==> config.mk <==
export PLATFORM = sky130hd
export DESIGN_NAME = seq_mult_unit_flat
export DESIGN_NICKNAME = d
export VERILOG_FILES = /design/src/rtl/seq_mult_unit_if.sv /design/src/rtl/seq_mult_unit.sv /design/src/flat_wrapper.sv
export SDC_FILE = /design/constraint.sdc
export NUM_CORES = 1
export LEC_CHECK = 0
export CORE_MARGIN = 2
export CORE_UTILIZATION = 55
export DETAILED_ROUTE_END_ITERATION = 6
export PLACE_DENSITY = 0.84
export SYNTH_ARGS = -nofsm -noshare
export SYNTH_HDL_FRONTEND = slang
export SYNTH_SLANG_ARGS = --single-unit
==> constraint.sdc <==
create_clock -name clk -period 3.18 [get_ports clk]
set_clock_uncertainty 0.2 [all_clocks]
set_input_delay 0.477 -clock clk [delete_from_list [all_inputs] [get_ports clk]]
set_output_delay 0.477 -clock clk [all_outputs]
set_load 0.03 [all_outputs]
==> src/rtl/seq_mult_unit_if.sv <==
// Handshake and data bundle between an operand source and the sequential multiplier.
interface seq_mult_unit_if #(
    parameter int unsigned WIDTH = 8
);
    logic                           start;
    logic                           signed_mode;
    logic [WIDTH-1:0]               a_in;
    logic [WIDTH-1:0]               b_in;
    logic                           ready;
    logic                           done;
    logic [2*WIDTH-1:0]             p_out;
    logic [$clog2(WIDTH+1)-1:0]     iter_count;

    modport master (
        output start, signed_mode, a_in, b_in,
        input  ready, done, p_out, iter_count
    );

    modport slave (
        input  start, signed_mode, a_in, b_in,
        output ready, done, p_out, iter_count
    );
endinterface

==> src/rtl/seq_mult_unit.sv <==
// Shift-add sequential multiplier with signed/unsigned mode and early exit once the
// remaining multiplier bits are all zero. One operation in flight at a time.
module seq_mult_unit #(
    parameter int unsigned WIDTH = 8
) (
    input  logic          clk,
    input  logic          clr,
    seq_mult_unit_if.slave bus
);
    localparam int unsigned PW = 2 * WIDTH;
    localparam int unsigned CW = $clog2(WIDTH + 1);

    typedef enum logic [1:0] {StIdle, StRun, StDone} state_e;

    state_e            state_q, state_d;
    logic [PW-1:0]     a_q, a_d;
    logic [WIDTH-1:0]  b_q, b_d;
    logic [PW-1:0]     p_q, p_d;
    logic              neg_q, neg_d;
    logic [CW-1:0]     cnt_q, cnt_d;
    logic [PW-1:0]     p_out_q, p_out_d;
    logic [CW-1:0]     iter_q, iter_d;

    logic [WIDTH-1:0]  a_mag, b_mag;

    // Operand magnitudes; the most-negative value maps to 2^(WIDTH-1), which still fits unsigned.
    always_comb begin
        a_mag = bus.a_in;
        b_mag = bus.b_in;
        if (bus.signed_mode && bus.a_in[WIDTH-1]) a_mag = -bus.a_in;
        if (bus.signed_mode && bus.b_in[WIDTH-1]) b_mag = -bus.b_in;
    end

    // State and datapath registers; clr wins over everything, including an op in flight.
    always_ff @(posedge clk) begin
        if (clr) begin
            state_q <= StIdle;
            a_q     <= '0;
            b_q     <= '0;
            p_q     <= '0;
            neg_q   <= 1'b0;
            cnt_q   <= '0;
            p_out_q <= '0;
            iter_q  <= '0;
        end else begin
            state_q <= state_d;
            a_q     <= a_d;
            b_q     <= b_d;
            p_q     <= p_d;
            neg_q   <= neg_d;
            cnt_q   <= cnt_d;
            p_out_q <= p_out_d;
            iter_q  <= iter_d;
        end
    end

    // Next-state and datapath update for IDLE -> RUN -> DONE -> IDLE.
    always_comb begin
        state_d = state_q;
        a_d     = a_q;
        b_d     = b_q;
        p_d     = p_q;
        neg_d   = neg_q;
        cnt_d   = cnt_q;
        p_out_d = p_out_q;
        iter_d  = iter_q;
        unique case (state_q)
            StIdle: begin
                if (bus.start) begin
                    a_d     = {{WIDTH{1'b0}}, a_mag};
                    b_d     = b_mag;
                    p_d     = '0;
                    cnt_d   = '0;
                    neg_d   = bus.signed_mode & (bus.a_in[WIDTH-1] ^ bus.b_in[WIDTH-1]);
                    state_d = StRun;
                end
            end
            StRun: begin
                if (b_q == '0) begin
                    // Result published on entry to DONE so p_out is valid while done is high.
                    p_out_d = neg_q ? -p_q : p_q;
                    iter_d  = cnt_q;
                    state_d = StDone;
                end else begin
                    p_d   = p_q + (b_q[0] ? a_q : '0);
                    a_d   = {a_q[PW-2:0], 1'b0};
                    b_d   = {1'b0, b_q[WIDTH-1:1]};
                    cnt_d = cnt_q + CW'(1);
                end
            end
            StDone: begin
                state_d = StIdle;
            end
            default: begin
                state_d = StIdle;
            end
        endcase
    end

    // Outputs decoded straight from registered state.
    always_comb begin
        bus.ready      = (state_q == StIdle);
        bus.done       = (state_q == StDone);
        bus.p_out      = p_out_q;
        bus.iter_count = iter_q;
    end
endmodule

==> src/flat_wrapper.sv <==
// flat-port wrapper written by rule: the top's interface ports become plain ports
module seq_mult_unit_flat 
#(
    parameter int unsigned WIDTH = 8
)
  (clk, clr, bus_start, bus_signed_mode, bus_a_in, bus_b_in, bus_ready, bus_done, bus_p_out, bus_iter_count);
  seq_mult_unit_if #(.WIDTH(WIDTH)) bus_i ();
  input  logic clk;
  input  logic clr;
  input wire logic [$bits(bus_i.start)-1:0] bus_start;
  input wire logic [$bits(bus_i.signed_mode)-1:0] bus_signed_mode;
  input wire logic [$bits(bus_i.a_in)-1:0] bus_a_in;
  input wire logic [$bits(bus_i.b_in)-1:0] bus_b_in;
  output wire logic [$bits(bus_i.ready)-1:0] bus_ready;
  output wire logic [$bits(bus_i.done)-1:0] bus_done;
  output wire logic [$bits(bus_i.p_out)-1:0] bus_p_out;
  output wire logic [$bits(bus_i.iter_count)-1:0] bus_iter_count;
  assign bus_i.start = bus_start;
  assign bus_i.signed_mode = bus_signed_mode;
  assign bus_i.a_in = bus_a_in;
  assign bus_i.b_in = bus_b_in;
  assign bus_ready = bus_i.ready;
  assign bus_done = bus_i.done;
  assign bus_p_out = bus_i.p_out;
  assign bus_iter_count = bus_i.iter_count;
  seq_mult_unit #(.WIDTH(WIDTH)) u_core (.clk(clk), .clr(clr), .bus(bus_i));
endmodule
-- Word-level counts from Yosys, hierarchy flattened
Index checks and enable logic that the tools add are counted.
- flip-flop bits (word level): 67
- input port bits: 20
- output and inout bits: 22
- word-level logic and storage cells: 48
- $add $sub $neg: 5
- equal/unequal tests: 5
- muxes and demuxes: 19
- bitwise gates (word level): 2
- reductions and logical operators: 9
- operators by type and width (kind ; number):
    16-bit 2-to-1 mux ; 6
    16-bit one-hot mux with 2 select lines ; 2
    8-bit 2-to-1 mux ; 4
    16-bit adder ; 1
    16-bit negator ; 1
    8-bit negator ; 2
    8-bit one-hot mux with 2 select lines ; 1
    8-bit zero test ; 1
    4-bit 2-to-1 mux ; 2
    4-bit one-hot mux with 2 select lines ; 1
    2-bit AND reduction ; 3
    4-bit by 1-bit adder with 4-bit output, second input constant ; 1
    2-bit 2-to-1 mux ; 2
    2-bit != test, second input constant ; 2
    2-bit one-hot mux with 2 select lines ; 1
    3-bit AND reduction ; 1
    2-bit by 1-bit equality test with 1-bit output, second input constant ; 1
    2-bit equality test, second input constant ; 1
    1-bit logical AND ; 2
    2-bit zero test ; 1
    2-bit by 1-bit != test with 1-bit output, second input constant ; 1
    2-bit nonzero test ; 1
    1-bit AND ; 1
    1-bit bitwise XOR ; 1

-- Depth between registers and ports, before layout
- depth in word-level cells: 4
- mapped depth: 11
- depth with buffers taken out: 10

-- Worst setup path before layout
OpenSTA, ideal clock, no wires.
- path kind: register to register
- start: register u_core.b_q[0]
- end: register u_core.p_q[10]
- library setup time: 87 ps
- data arrival time: 2343 ps
- data required time: 2893 ps
- setup slack: 550 ps
- stages on the path, launching flop included: 12
- buffers on the path: 1
- period minus slack after synthesis: 2630 ps
- cell sequence: dfxtp_1 > clkbuf_1 > and2_1 > ha_1 > inv_1 > fa_1 > nor2b_1 > o211ai_1 > a21boi_1 > a221o_1 > a211oi_1 > o31ai_1
- word-level cells in the longest chain between the ends: 4
- elaborated cells on any way between the ends: 7
- those cells by class: add/sub (1); eq/ne (1); mux (3); reduce/logical (2)
- RTL lines (element ; RTL line ; source):
    start, declared ; seq_mult_unit.sv:17 ; logic [WIDTH-1:0] b_q, b_d;
    start signal, assigned ; seq_mult_unit.sv:39 ; b_q <= '0;
    start signal, assigned ; seq_mult_unit.sv:48 ; b_q <= b_d;
    16-bit 2-to-1 mux ; seq_mult_unit.sv:85 ; p_d = p_q + (b_q[0] ? a_q : '0);
    16-bit adder ; seq_mult_unit.sv:85 ;
    16-bit 2-to-1 mux ; seq_mult_unit.sv:79 ; if (b_q == '0) begin
    16-bit one-hot mux with 2 select lines ; seq_mult_unit.sv:67 ; unique case (state_q)
    end signal, assigned ; seq_mult_unit.sv:49 ; p_q <= p_d;
    end, declared ; seq_mult_unit.sv:18 ; logic [PW-1:0] p_q, p_d;
Parallel ways exist; a longest one is shown, timed or not. The select of a mux whose other input is x is not followed.
A chain may end at the register's enable or synchronous reset.

-- Final worst setup path
Same ends and word-level chain as after synthesis.

==> impl_results.md <==
- Status: finished clean
- EDFF count, synth: 0
- Non-filler instance count after layout: 613
- Netlist cell types: 53
- Syn Inst Count: 472
- Gpl congestion: 0.913
- Nets: 553
- Area Overhead vs Synth: 18.5%
- Die height: 87.9 um
- Area leader, netlist: dfxtp_1
- Power per cell area: 459 nW/um^2
- I/O pin cnt: 42
- Vias post-DR: 3551
- Adder-cell share of the synthesized area: 0.0666
- Post-synth top flop: dfxtp_1
- Avg Inst Size Synth: 8.20 sq um
- Worst Max-Slew Pin Slew: 733 ps
- Maximum VDD drop: 205 uV
- Post-route DRC violation count: 0
- Worst setup EP type: flip-flop
- Flops & latches, synth: 67
- Root Buffer: clkbuf_8
- Crit path largest cell delay: 500 ps
- CP arrival: 2760 ps
- Path category of the worst min-delay check: reg -> reg
- Setup TNS: 0 ps
- Peak Freq: 368 MHz
- Largest net degree at the start of global routing: 32
- Wire per inst: 14.2 um
- TritonRoute pass-1 iters: 4
- Final setup viols: 0
- Post-synthesis mux area share: 0.0103
- Max-slew violation count: 0
- H-tree level count: 3
- Drt initial violations: 238
- Final critical-path share of the clock period: 0.855
- Fin crit period: 2720 ps
- Crit-path cells: and2_1 -> ha_1 -> inv_1 -> fa_1 -> nor2b_1 -> o211ai_1 -> a21boi_1 -> a221o_1 -> a211oi_1 -> o31ai_1
- GRT Util Overall: 0.243
- Worst reg2reg setup slack: 460 ps
- Initial antenna violation count: 0
- WL final: 8700 um
- Pre-CTS setup slack: 338 ps
- Post-Synthesis Cell Area: 3870 sq um
- Max Cap Viol: 0
- Ys async rst share: 0
- Crit path from: u_core.b_q[0]$_SDFFE_PP0P_
- Clock-pin slew on the worst setup and hold paths: 70 ps
- Hold Vio Cnt, Final: 0
- Die width: 87.9 um
- Startpoint types: flip-flop
- Reg2reg end: u_core.p_q[10]$_SDFFE_PP0P_
- Ratio of cells with drive above 1 in the final layout: 0.0696
- Post-synthesis compound-gate area fraction: 0.244
- Row cnt: 30
- Post-DP HPWL: 6650 um
- Post-Syn Nets: 512
- Crit path depth: 10
- Max FO, Critical Path: 18
- Sink Count: 67
- Placed cell area: 4390 sq um
- RSZ-0062 raised after global routing: false
- Vias in the first global route: 3274
- Post-synthesis sequential area ratio: 0.347
- Core area: 6790 sq um
- Worst Slack Setup Final: 461 ps
- Post-Synth XOR/XNOR Area: 0.0769
- Top cells by count, synth: dfxtp_1 (67), nand2_1 (64), nor2_1 (35)
- DIE AREA: 7720 sq um
- Clock tree from TritonCTS: built
- R2R Path Start: u_core.b_q[0]$_SDFFE_PP0P_
- Total number of yosys warnings: 0
- Kind of critical path: reg -> reg
- Synth area leaders: dfxtp_1 (35%), nand2_1 (6.2%), ha_1 (6.1%)
- CP bufs+invs: 1
- Post-route cell area: 4590 sq um
- DR vias/cell: 5.79
- ANT cells: 0
- Initial Util: 0.570
- Pleak: 1.82 nW
- CP required: 3230 ps
- Simple logic cell fraction of the synthesized area: 0.220
- Combinational family with the most area after synthesis: compound AO/OA/AOI/OAI gates
- Max-slew headroom: 0.510
- First-pass GRT wire length: 14800 um
- Port buffer count: 41
- Kind of cell adding the most delay to the critical path: compound AO/OA/AOI/OAI gates
- Hold-fix buffers, CTS: 0
- Most common cell in the synthesized netlist: dfxtp_1
- Clock latency on the worst-skew pair: 330 ps
- Core Util, Final: 0.675
- Synth top area share: 0.347
- Dpl cells: 598
- Slowest CP cell: dfxtp_2
- Gr ovfl total: 0
- Clock buffer depth: 2
- Critical Path End: u_core.p_q[10]$_SDFFE_PP0P_
- Cells on worst reg2reg path: 10
- Total CTS buffers: 9
- Antenna Nets Post-Route: 0
-- cells by family (layout without fill, tap and decap cells) --
logic type / count (synthesis) / in the layout
compound gates: 137 / 137
flops: 67 / 67
simple gates: 175 / 175
xor+xnor: 34 / 34
fa+ha+maj: 20 / 20
buf+inv: 35 / 80
mux: 4 / 4
-- layout make-up --
type / instances / area (sq um)
Timing Repair Buffer: 50 / 478
Multi-Input combinational cell: 370 / 2390
Clock buffer: 14 / 193
Tap cell: 96 / 120
Fill cell: 579 / 2210
Inverter: 15 / 56.3
Clock inverter: 1 / 5.00
Sequential cell: 67 / 1340
-- layer usage --
metal  track usage  share of wire  routed length, um
met3        0.0396          0.046                399
met2         0.423           0.50               4370
met1         0.303           0.44               3820
met4        0.0881          0.013                109
met5             0              0                  0
-- state kept, by name (all words and copies together) (netlist names) --
register,flops
u_core.bus.iter_count,4
u_core.state_q,2
u_core.p_q,16
u_core.b_q,8
u_core.neg_q,1
u_core.cnt_q,4
u_core.bus.p_out,16
u_core.a_q,16
-- metrics by stage --
stage | power, mW | hold slack [ps]
after floorplan | 1.27 | 240
final | 2.10 | 252
after detailed placement | 1.43 | 247
after CTS | 2.11 | 256
after global routing | 2.20 | 277
after global placement | 1.42 | 240
-- power by group --
group	switching (mW)	internal (mW)	total [mW]
Clock	0.302	0.385	0.687
Sequential	0.0548	0.899	0.954
Combinational	0.281	0.182	0.463
Total	0.638	1.47	2.10
-- worst min-delay path by stage --
stage,startpoint,end,slack [ps],depth (start not counted)
2_1_floorplan,u_core.a_q[14]$_SDFFE_PP0P_,u_core.a_q[15]$_SDFFE_PP0P_,240,2
3_3_place_gp,u_core.bus.p_out[8]$_SDFFE_PP0P_,u_core.bus.p_out[8]$_SDFFE_PP0P_,240,2
3_5_place_dp,u_core.bus.p_out[12]$_SDFFE_PP0P_,u_core.bus.p_out[12]$_SDFFE_PP0P_,250,2
4_1_cts,u_core.bus.p_out[12]$_SDFFE_PP0P_,u_core.bus.p_out[12]$_SDFFE_PP0P_,260,2
5_1_grt,u_core.bus.p_out[0]$_SDFFE_PP0P_,u_core.bus.p_out[0]$_SDFFE_PP0P_,280,2
6_report,u_core.bus.p_out[12]$_SDFFE_PP0P_,u_core.bus.p_out[12]$_SDFFE_PP0P_,250,2
-- worst register-to-register path, delay by kind of cell (launching register included) --
kind / cells / cell delay [ps]
AND/OR/NAND/NOR: 2 / 350
AO/OA/AOI/OAI: 5 / 940
adder cells (fa/ha/maj): 2 / 590
buffers and inverters: 1 / 70
flip-flops: 1 / 500
-- layout by cell type (no fill, tap or decap), types with 4 or more instances in the layout --
cell type        count
xnor2_1             20
a211oi_1            15
a21o_1               5
nand3_1             20
xor2_1              14
o211ai_1             6
buf_4                9
mux2i_1              4
and2_1              17
nor2_1              34
a31oi_1              7
clkbuf_8            14
nand2b_1             6
a21oi_1             34
clkdlybuf4s50_1     41
a22o_1              19
nand2_1             64
o31ai_1              7
inv_1               15
ha_1                19
dfxtp_1             66
o21ai_0             23
nor3_1               8
and3_1               4
-- what timing repair did --
item / 4_1_cts / 5_1_grt
buffers inserted: 0 / 0
endpoints found under the setup margin: 0 / 1
resized for setup: 0 / 1
(Power assumes the default switching activity.)
